**src/rtl/irrigation_zone_scheduler.sv**
```systemverilog
// Round-robin irrigation zone scheduler with tank-level fault detection.
// Define IRRIGATION_FAULT_LATCH_EN to hold FAULT until an operator pulse.
module irrigation_zone_scheduler #(
    parameter int ZONES     = 4,
    parameter int RUN_TICKS = 10,
    parameter int TW        = 8,
    parameter int TICK_DIV  = 1000,
    localparam int ZW       = (ZONES > 1) ? $clog2(ZONES) : 1
) (
    input  logic             clock,
    input  logic             reset,
    input  logic             low_water_level,
    input  logic             mid_water_level,
    input  logic             high_water_level,
    input  logic [ZONES-1:0] earth_dry,
    input  logic             air_humidity,
    input  logic             low_temperature,
    input  logic             pulse,
    output logic [ZONES-1:0] zone_valve,
    output logic [ZW-1:0]    active_zone,
    output logic             splinker_bomb,
    output logic             dripper_valvule,
    output logic             water_supply_valvule,
    output logic             alarm,
    output logic [TW-1:0]    remaining
);

    localparam int PW  = (TICK_DIV > 1) ? $clog2(TICK_DIV) : 1;
    localparam int ZW1 = ZW + 1;

    typedef enum logic [1:0] {IDLE, IRRIGATE, PAUSE, FAULT} state_t;

    state_t          state, nxt_state;
    logic [PW-1:0]   pre_cnt;
    logic            tick;
    logic            conflict;
    logic [ZW-1:0]   last_zone, nxt_last, nxt_act, pick;
    logic [TW-1:0]   nxt_rem;
    logic            mode_spl, nxt_mode;
    logic            found;
    logic [ZW1-1:0]  cand;
    logic            irr;

    assign conflict = (high_water_level & ~mid_water_level)
                    | (mid_water_level & ~low_water_level);
    assign tick = (pre_cnt == PW'(TICK_DIV - 1));

`ifndef IRRIGATION_FAULT_LATCH_EN
    logic unused_pulse;
    assign unused_pulse = pulse;
`endif

    // First requester strictly after last_zone, wrapping; last_zone itself is checked last.
    always_comb begin
        found = 1'b0;
        pick  = '0;
        cand  = '0;
        for (int i = 1; i <= ZONES; i++) begin
            cand = {1'b0, last_zone} + ZW1'(i);
            if (cand >= ZW1'(ZONES))
                cand = cand - ZW1'(ZONES);
            if (!found && earth_dry[cand[ZW-1:0]]) begin
                found = 1'b1;
                pick  = cand[ZW-1:0];
            end
        end
    end

    always_comb begin
        nxt_state = state;
        nxt_rem   = remaining;
        nxt_act   = active_zone;
        nxt_last  = last_zone;
        nxt_mode  = mode_spl;
        if (conflict) begin
            nxt_state = FAULT;
            nxt_rem   = '0;
        end else begin
            unique case (state)
                IDLE: begin
                    if (found && low_water_level) begin
                        nxt_state = IRRIGATE;
                        nxt_act   = pick;
                        nxt_rem   = TW'(RUN_TICKS);
                        nxt_mode  = ~air_humidity & ~low_temperature
                                  & mid_water_level;
                    end
                end
                IRRIGATE: begin
                    if (!low_water_level) begin
                        nxt_state = PAUSE;
                    end else if (!earth_dry[active_zone]
                                 || (tick && remaining <= TW'(1))) begin
                        nxt_state = IDLE;
                        nxt_rem   = '0;
                        nxt_last  = active_zone;
                    end else if (tick) begin
                        nxt_rem = remaining - TW'(1);
                    end
                end
                PAUSE: begin
                    if (low_water_level)
                        nxt_state = IRRIGATE;
                end
                FAULT: begin
`ifdef IRRIGATION_FAULT_LATCH_EN
                    if (pulse)
                        nxt_state = IDLE;
`else
                    nxt_state = IDLE;
`endif
                end
                default: nxt_state = IDLE;
            endcase
        end
    end

    assign irr = (nxt_state == IRRIGATE);

    always_ff @(posedge clock or posedge reset) begin
        if (reset) begin
            state                <= IDLE;
            pre_cnt              <= '0;
            remaining            <= '0;
            last_zone            <= ZW'(ZONES - 1);
            active_zone          <= '0;
            mode_spl             <= 1'b0;
            zone_valve           <= '0;
            splinker_bomb        <= 1'b0;
            dripper_valvule      <= 1'b0;
            water_supply_valvule <= 1'b0;
            alarm                <= 1'b0;
        end else begin
            pre_cnt              <= tick ? '0 : pre_cnt + PW'(1);
            state                <= nxt_state;
            remaining            <= nxt_rem;
            last_zone            <= nxt_last;
            active_zone          <= nxt_act;
            mode_spl             <= nxt_mode;
            zone_valve           <= irr ? (ZONES'(1) << nxt_act) : '0;
            splinker_bomb        <= irr & nxt_mode;
            dripper_valvule      <= irr & ~nxt_mode;
            water_supply_valvule <= ~high_water_level & ~conflict
                                  & (nxt_state != FAULT);
            alarm                <= (nxt_state == FAULT) | ~mid_water_level;
        end
    end

endmodule

```
**config.mk**
```make
export PLATFORM = sky130hd
export DESIGN_NAME = irrigation_zone_scheduler
export DESIGN_NICKNAME = d
export VERILOG_FILES = /design/src/rtl/irrigation_zone_scheduler.sv
export SDC_FILE = /design/constraint.sdc
export NUM_CORES = 1
export LEC_CHECK = 0
export CORE_UTILIZATION = 52
export CTS_CLUSTER_SIZE = 20
export DETAILED_ROUTE_END_ITERATION = 6
export PLACE_DENSITY = 0.91
export SYNTH_ARGS = -nofsm -noshare
export SYNTH_HDL_FRONTEND = slang
export SYNTH_SLANG_ARGS = --single-unit
```
**constraint.sdc**
```tcl
create_clock -name clock -period 2.5 [get_ports clock]
set_input_delay 0.25 -clock clock [delete_from_list [all_inputs] [get_ports clock]]
set_output_delay 0.25 -clock clock [all_outputs]
set_load 0.01 [all_outputs]
```
### After elaboration in Yosys (flattened, before gate mapping)

Cells that the tools add are included.

| word-level totals | value |
|---|---|
| word-level logic and storage cells | 115 |
| flip-flop bits (word level) | 33 |

| operators by class | value |
|---|---|
| equality and inequality tests | 10 |
| magnitude comparators | 10 |
| shift operators | 1 |
| bitwise gates (word level) | 17 |
| muxes and demuxes | 42 |
| reduce and logical (&&, ||, !) cells | 14 |
| add/sub/neg operators | 10 |

Operators with widths:

| kind | number |
|---|---|
| two-way mux 8 bit | 5 |
| two-way mux 2 bit | 16 |
| case mux 8 bit (2 select lines) | 1 |
| less-than comparator 2 x 3 -> 1 bit, second input constant | 5 |
| >= comparator 3 bit, second input constant | 4 |
| two-way mux 1 bit | 12 |
| adder 10 x 1 -> 10 bit, second input constant | 1 |
| binary-select mux 1 bit (select 2 bit) | 5 |
| == test 10 bit, second input constant | 1 |
| two-way mux 10 bit | 1 |
| AND 1 bit | 8 |
| less-or-equal comparator 8 x 1 -> 1 bit, second input constant | 1 |
| case mux 2 bit (4 select lines) | 1 |
| AND reduction 4 bit | 2 |
| subtractor 2 x 1 -> 2 bit, second input constant | 4 |
| subtractor 8 x 1 -> 8 bit, second input constant | 1 |
| inverter 1 bit | 7 |
| adder 2 x 2 -> 3 bit, second input constant | 2 |
| == test 2 bit, second input constant | 3 |
| != test 3 bit, second input constant | 2 |
| logical AND 1 bit | 5 |
| == test 2 x 1 -> 1 bit, second input constant | 2 |
| zero test 1 bit | 4 |
| two-way mux 4 bit | 1 |
| 9 further kinds | 10 |

### Depth between registers and ports, before layout

| depth | value |
|---|---|
| depth after elaboration | 21 |
| depth in mapped cells | 7 |
| gate-level depth less buffers | 7 |

### Worst setup path before layout

OpenSTA, ideal clock, no wires.

| timing | value |
|---|---|
| path type | register to register |
| start | register remaining[4] |
| end | register remaining[4] |
| required time | 2.374 ns |
| stages on the path, launching flop included | 7 |
| path slack | 0.263 ns |
| buffers on the path | 1 |
| clock period less this slack | 2.237 ns |
| arrival | 2.111 ns |
| cells stage by stage | dfrtp_1 buf_6 or4_4 or4_4 o2111ai_4 nor2_2 a221o_1 |

| on the way | value |
|---|---|
| word-level cells in the longest chain between the ends | 7 |
| elaborated cells on any way between the ends | 11 |

RTL lines:

| item | RTL line | RTL |
|---|---|---|
| start: declaration | 25 | `output logic [TW-1:0] remaining` |
| start signal: assignment | 136 | `remaining <= nxt_rem;` |
| less-or-equal comparator 8 x 1 -> 1 bit | 93 | `\|\| (tick && remaining <= TW'(1))) begin` |
| logical AND 1 bit | 93 |  |
| logical OR 1 bit | 93 |  |
| two-way mux 8 bit | 92 | `end else if (!earth_dry[active_zone]` |
| two-way mux 8 bit | 90 | `if (!low_water_level) begin` |
| case mux 8 bit (2 select lines) | 79 | `unique case (state)` |
| two-way mux 8 bit | 75 | `if (conflict) begin` |

Several ways; a longest one is shown, not always the timed one. The select of a mux whose other input is x is not followed.
A chain may end at the register's enable or synchronous reset.

### Worst setup path after layout

| timing | value |
|---|---|
| start | register remaining[6] |
| end | register remaining[4] |

| on the way | value |
|---|---|
| word-level cells in the longest chain between the ends | 7 |
| elaborated cells on any way between the ends | 9 |

RTL lines:

| item | RTL line |
|---|---|
| less-or-equal comparator 8 x 1 -> 1 bit (*) | 93 |
| logical AND 1 bit (*) | 93 |
| logical OR 1 bit (*) | 93 |
| two-way mux 8 bit | 92 |
| two-way mux 8 bit | 90 |
| case mux 8 bit (2 select lines) | 79 |
| two-way mux 8 bit | 75 |

Every way passes the cells marked *; elsewhere a longest branch is shown, timed or not. The select of a mux whose other input is x is not followed.

==> flow_summary_export.csv <==
group,metric,value,unit
synth,synth_top_cell_by_area,"dfrtp_1",
pwr,p_leak,0.988,nW
synth,yosysMostFrequentCell,"dfrtp_1",
critical_path,slowest_delay,0.54,ns
critical_path,worst-setup-path-type,"flip-flop to flip-flop",
timing,worst_clock_skew,0.00901,ns
synth,synth.top_cells.by_area,"dfrtp_1, mux2_2, nor2_1",
timing,period_needed,2.28,ns
synth,syn_nets,175,
synth,synthTopCellsByCount,"dfrtp_1, nor2_1, nand2_1, o21ai_0, inv_1",
floorplan,row_count,20,
critical_path,crit_fanout,7,
clocking,htreeDepth,2,
grt,grt_max_degree,34,
drt,via_per_inst,5.73,
drt,drtIter0Drc,56,
critical_path,arrival,2.52,ns
floorplan,io_pins,30,
clocking,tritoncts,"done",
placement,post-place-ws,0.0183,ns
synth,synth_enable_flop_cells,0,
layout,fillers,244,
layout,syn_to_final_growth,26.2,%
grt,grt_overflow,0,
drt,wl_per_cell,14.1,um
synth,netlist.area_leader.share,44.9,%
clocking,cts_num_sinks,33,
placement,gp_congestion,0.793,
layout,stdcell_area,2180,um^2
timing,setup_tns,0,ns
synth,synthDistinctLibCells,54,
job,max_cap_viol_count,0,
clocking,root_buffer,"clkbuf_4",
pwr,finalPower,1.53,mW
critical_path,reg2regPathDepth,5,
timing,finalMaxSlewViolations,0,
layout,fin_nets,214,
clocking,postCtsHoldBufs,0,
critical_path,critPathRequiredTime,2.74,ns
grt,grt_pass1_wl,5790,um
grt,grt_pass1_vias,1345,
timing,worst_pin_slew,0.401,ns
timing,rsz0062_at_grt,"no",
synth,synth.avg_cell_area,10.8,um^2
critical_path,r2r-end,"remaining[4]",
timing,timing.final.crit_share,91.2,%
drt,postRouteAntennaNets,0,
drt,drtPass1Iterations,4,
pwr,ir_worst_vdd,0.547,mV
drt,totalWireLength,3450,um
synth,synth_seq_area_share,48.0,%
critical_path,cp-end-kind,"flip-flop",
synth,synth_top_flop_cell,"dfrtp_1",
placement,dp_cells,236,
timing,hold_slack,0.275,ns
clocking,cts_buffers,5,
timing,hold_viol,0,
run_status,outcome,"finished clean",
timing,max_slew_margin,73.3,%
layout,n_antenna_cell,0,
placement,io_buffers,28,
clocking,cts_resized,0,
critical_path,crit_path_top_delay_cell,"or4_4",
floorplan,fp.dieW,59.6,um
timing,finalSetupViolCount,0,
critical_path,critical-path-top-delay-family,"simple AND/OR/NAND/NOR gates",
critical_path,start_kind,"flip-flop",
drt,via_count,1397,
synth,syn_area,1730,um^2
grt,grt_antenna_before_repair,0,
synth,synthCells,160,
clocking,post_cts_buffers,0,
floorplan,initial_core_util,55.6,%
layout,layout-drive-gt1-share,20.5,%
floorplan,dieArea,3560,um^2
layout,stdcell_count,244,
critical_path,timing.critical_path.mode_cell,"or4_4",
timing,max_freq,0.439,GHz
drt,drc,0,
placement,placed_area,2090,um^2
grt,grt_usage,22.3,%
pwr,power_density,701,nW/um^2
clocking,cts.clk_slew.worst_paths,0.10,ns
critical_path,critPathBufInv,0,
critical_path,rrSetupSlack,0.22,ns
clocking,worst_skew_pair.late_latency,0.35,ns
clocking,clockBufferDepth,2,
floorplan,coreArea,3100,um^2
placement,place_hpwl,2600,um
floorplan,fp.dieH,59.6,um
critical_path,crit_chain,"or4_4, or4_4, o2111ai_4, nor2_2, a221o_1",
timing,worst_slack,0.220,ns
synth,ys_seq_elements,33,
worst_hold_path,hold_class,"input pin to async pin",
synth,yosysWarnings,0,
layout,fin_util,70.2,%
synth,async_reset_ff_share,100,%
critical_path,rr_startpoint,"remaining[6]",
[registers in the layout, summed over array words and instances (netlist names)]
signal and flops:
zone_valve 4, mode_spl 1, remaining 8, state 2, pre_cnt 10, splinker_bomb 1
active_zone 2, dripper_valvule 1, alarm 1, water_supply_valvule 1, last_zone 2
[layer usage]
layer	vias up	routed length, um	GRT usage, %
li1	660	-	-
met1	701	1410	24.1
met2	31	1850	39.8
met3	5	139	5.90
met4	0	44	11.6
met5	-	0	0
[cells by family (layout without fill, tap and decap cells)]
logic type | after synthesis | after routing | share of synthesized area [%]
compound gates | 35 | 35 | 16.3
flops | 33 | 33 | 48.0
xor+xnor | 6 | 6 | 3.04
mux | 8 | 8 | 5.80
simple gates | 65 | 65 | 22.0
buf+inv | 10 | 50 | 2.68
fa+ha+maj | 3 | 3 | 2.17
[worst register-to-register path, stage by stage, from the launching register on]
cell and delay (ns):
dfrtp_1 0.43, or4_4 0.54, or4_4 0.48, o2111ai_4 0.29, nor2_2 0.11, a221o_1 0.31
[report_power, final]
group	switching, mW	internal [mW]	leakage [nW]
Clock	0.186	0.237	0.0445
Sequential	0.0620	0.598	0.420
Combinational	0.210	0.235	0.524
[placed cells by master, fill, tap and decap left out, types with 2 or more instances in the layout]
master	synthesis	routed
xor2_1	4	4
a21o_1	3	3
and2b_2	2	2
and3_1	5	5
and2_2	2	2
xnor2_1	2	2
o21ai_0	10	10
a221o_1	2	2
buf_4	0	6
a22o_2	3	3
nor2_1	15	15
dfstp_2	2	2
and2_1	2	2
or4_4	2	2
a21oi_1	2	2
dfrtp_1	31	31
clkdlybuf4s50_1	0	28
mux2_2	6	6
nand2_1	10	10
nand3_1	2	2
clkbuf_4	0	5
nor3b_1	3	3
nor3_1	3	3
inv_1	8	8
ha_1	3	3
nor2b_1	4	4
nor4_1	4	4
[cell type report]
| cell class | count | area, um^2 | area share [%] |
|---|---|---|---|
| multi-input cells | 117 | 852 | 39.1 |
| clock buffers | 6 | 51.3 | 2.35 |
| well taps | 44 | 55.1 | 2.53 |
| inverters | 8 | 30.0 | 1.38 |
| clock inverters | 2 | 37.5 | 1.72 |
| repair buffers | 34 | 325 | 14.9 |
| flip-flops and latches | 33 | 828 | 38.0 |
[worst max-delay path by stage]
stage                                from           end  slack [ns]  cells past startpoint
after global routing         remaining[6]  remaining[4]        0.17                      5
after CTS                    remaining[6]  remaining[4]        0.22                      5
final                        remaining[6]  remaining[4]        0.22                      5
after detailed placement  low_water_level  remaining[5]        0.02                      6
after floorplan              remaining[4]  remaining[4]        0.26                      6
after global placement    low_water_level  remaining[2]        0.13                      6
Power figures use the tool's default switching activity.
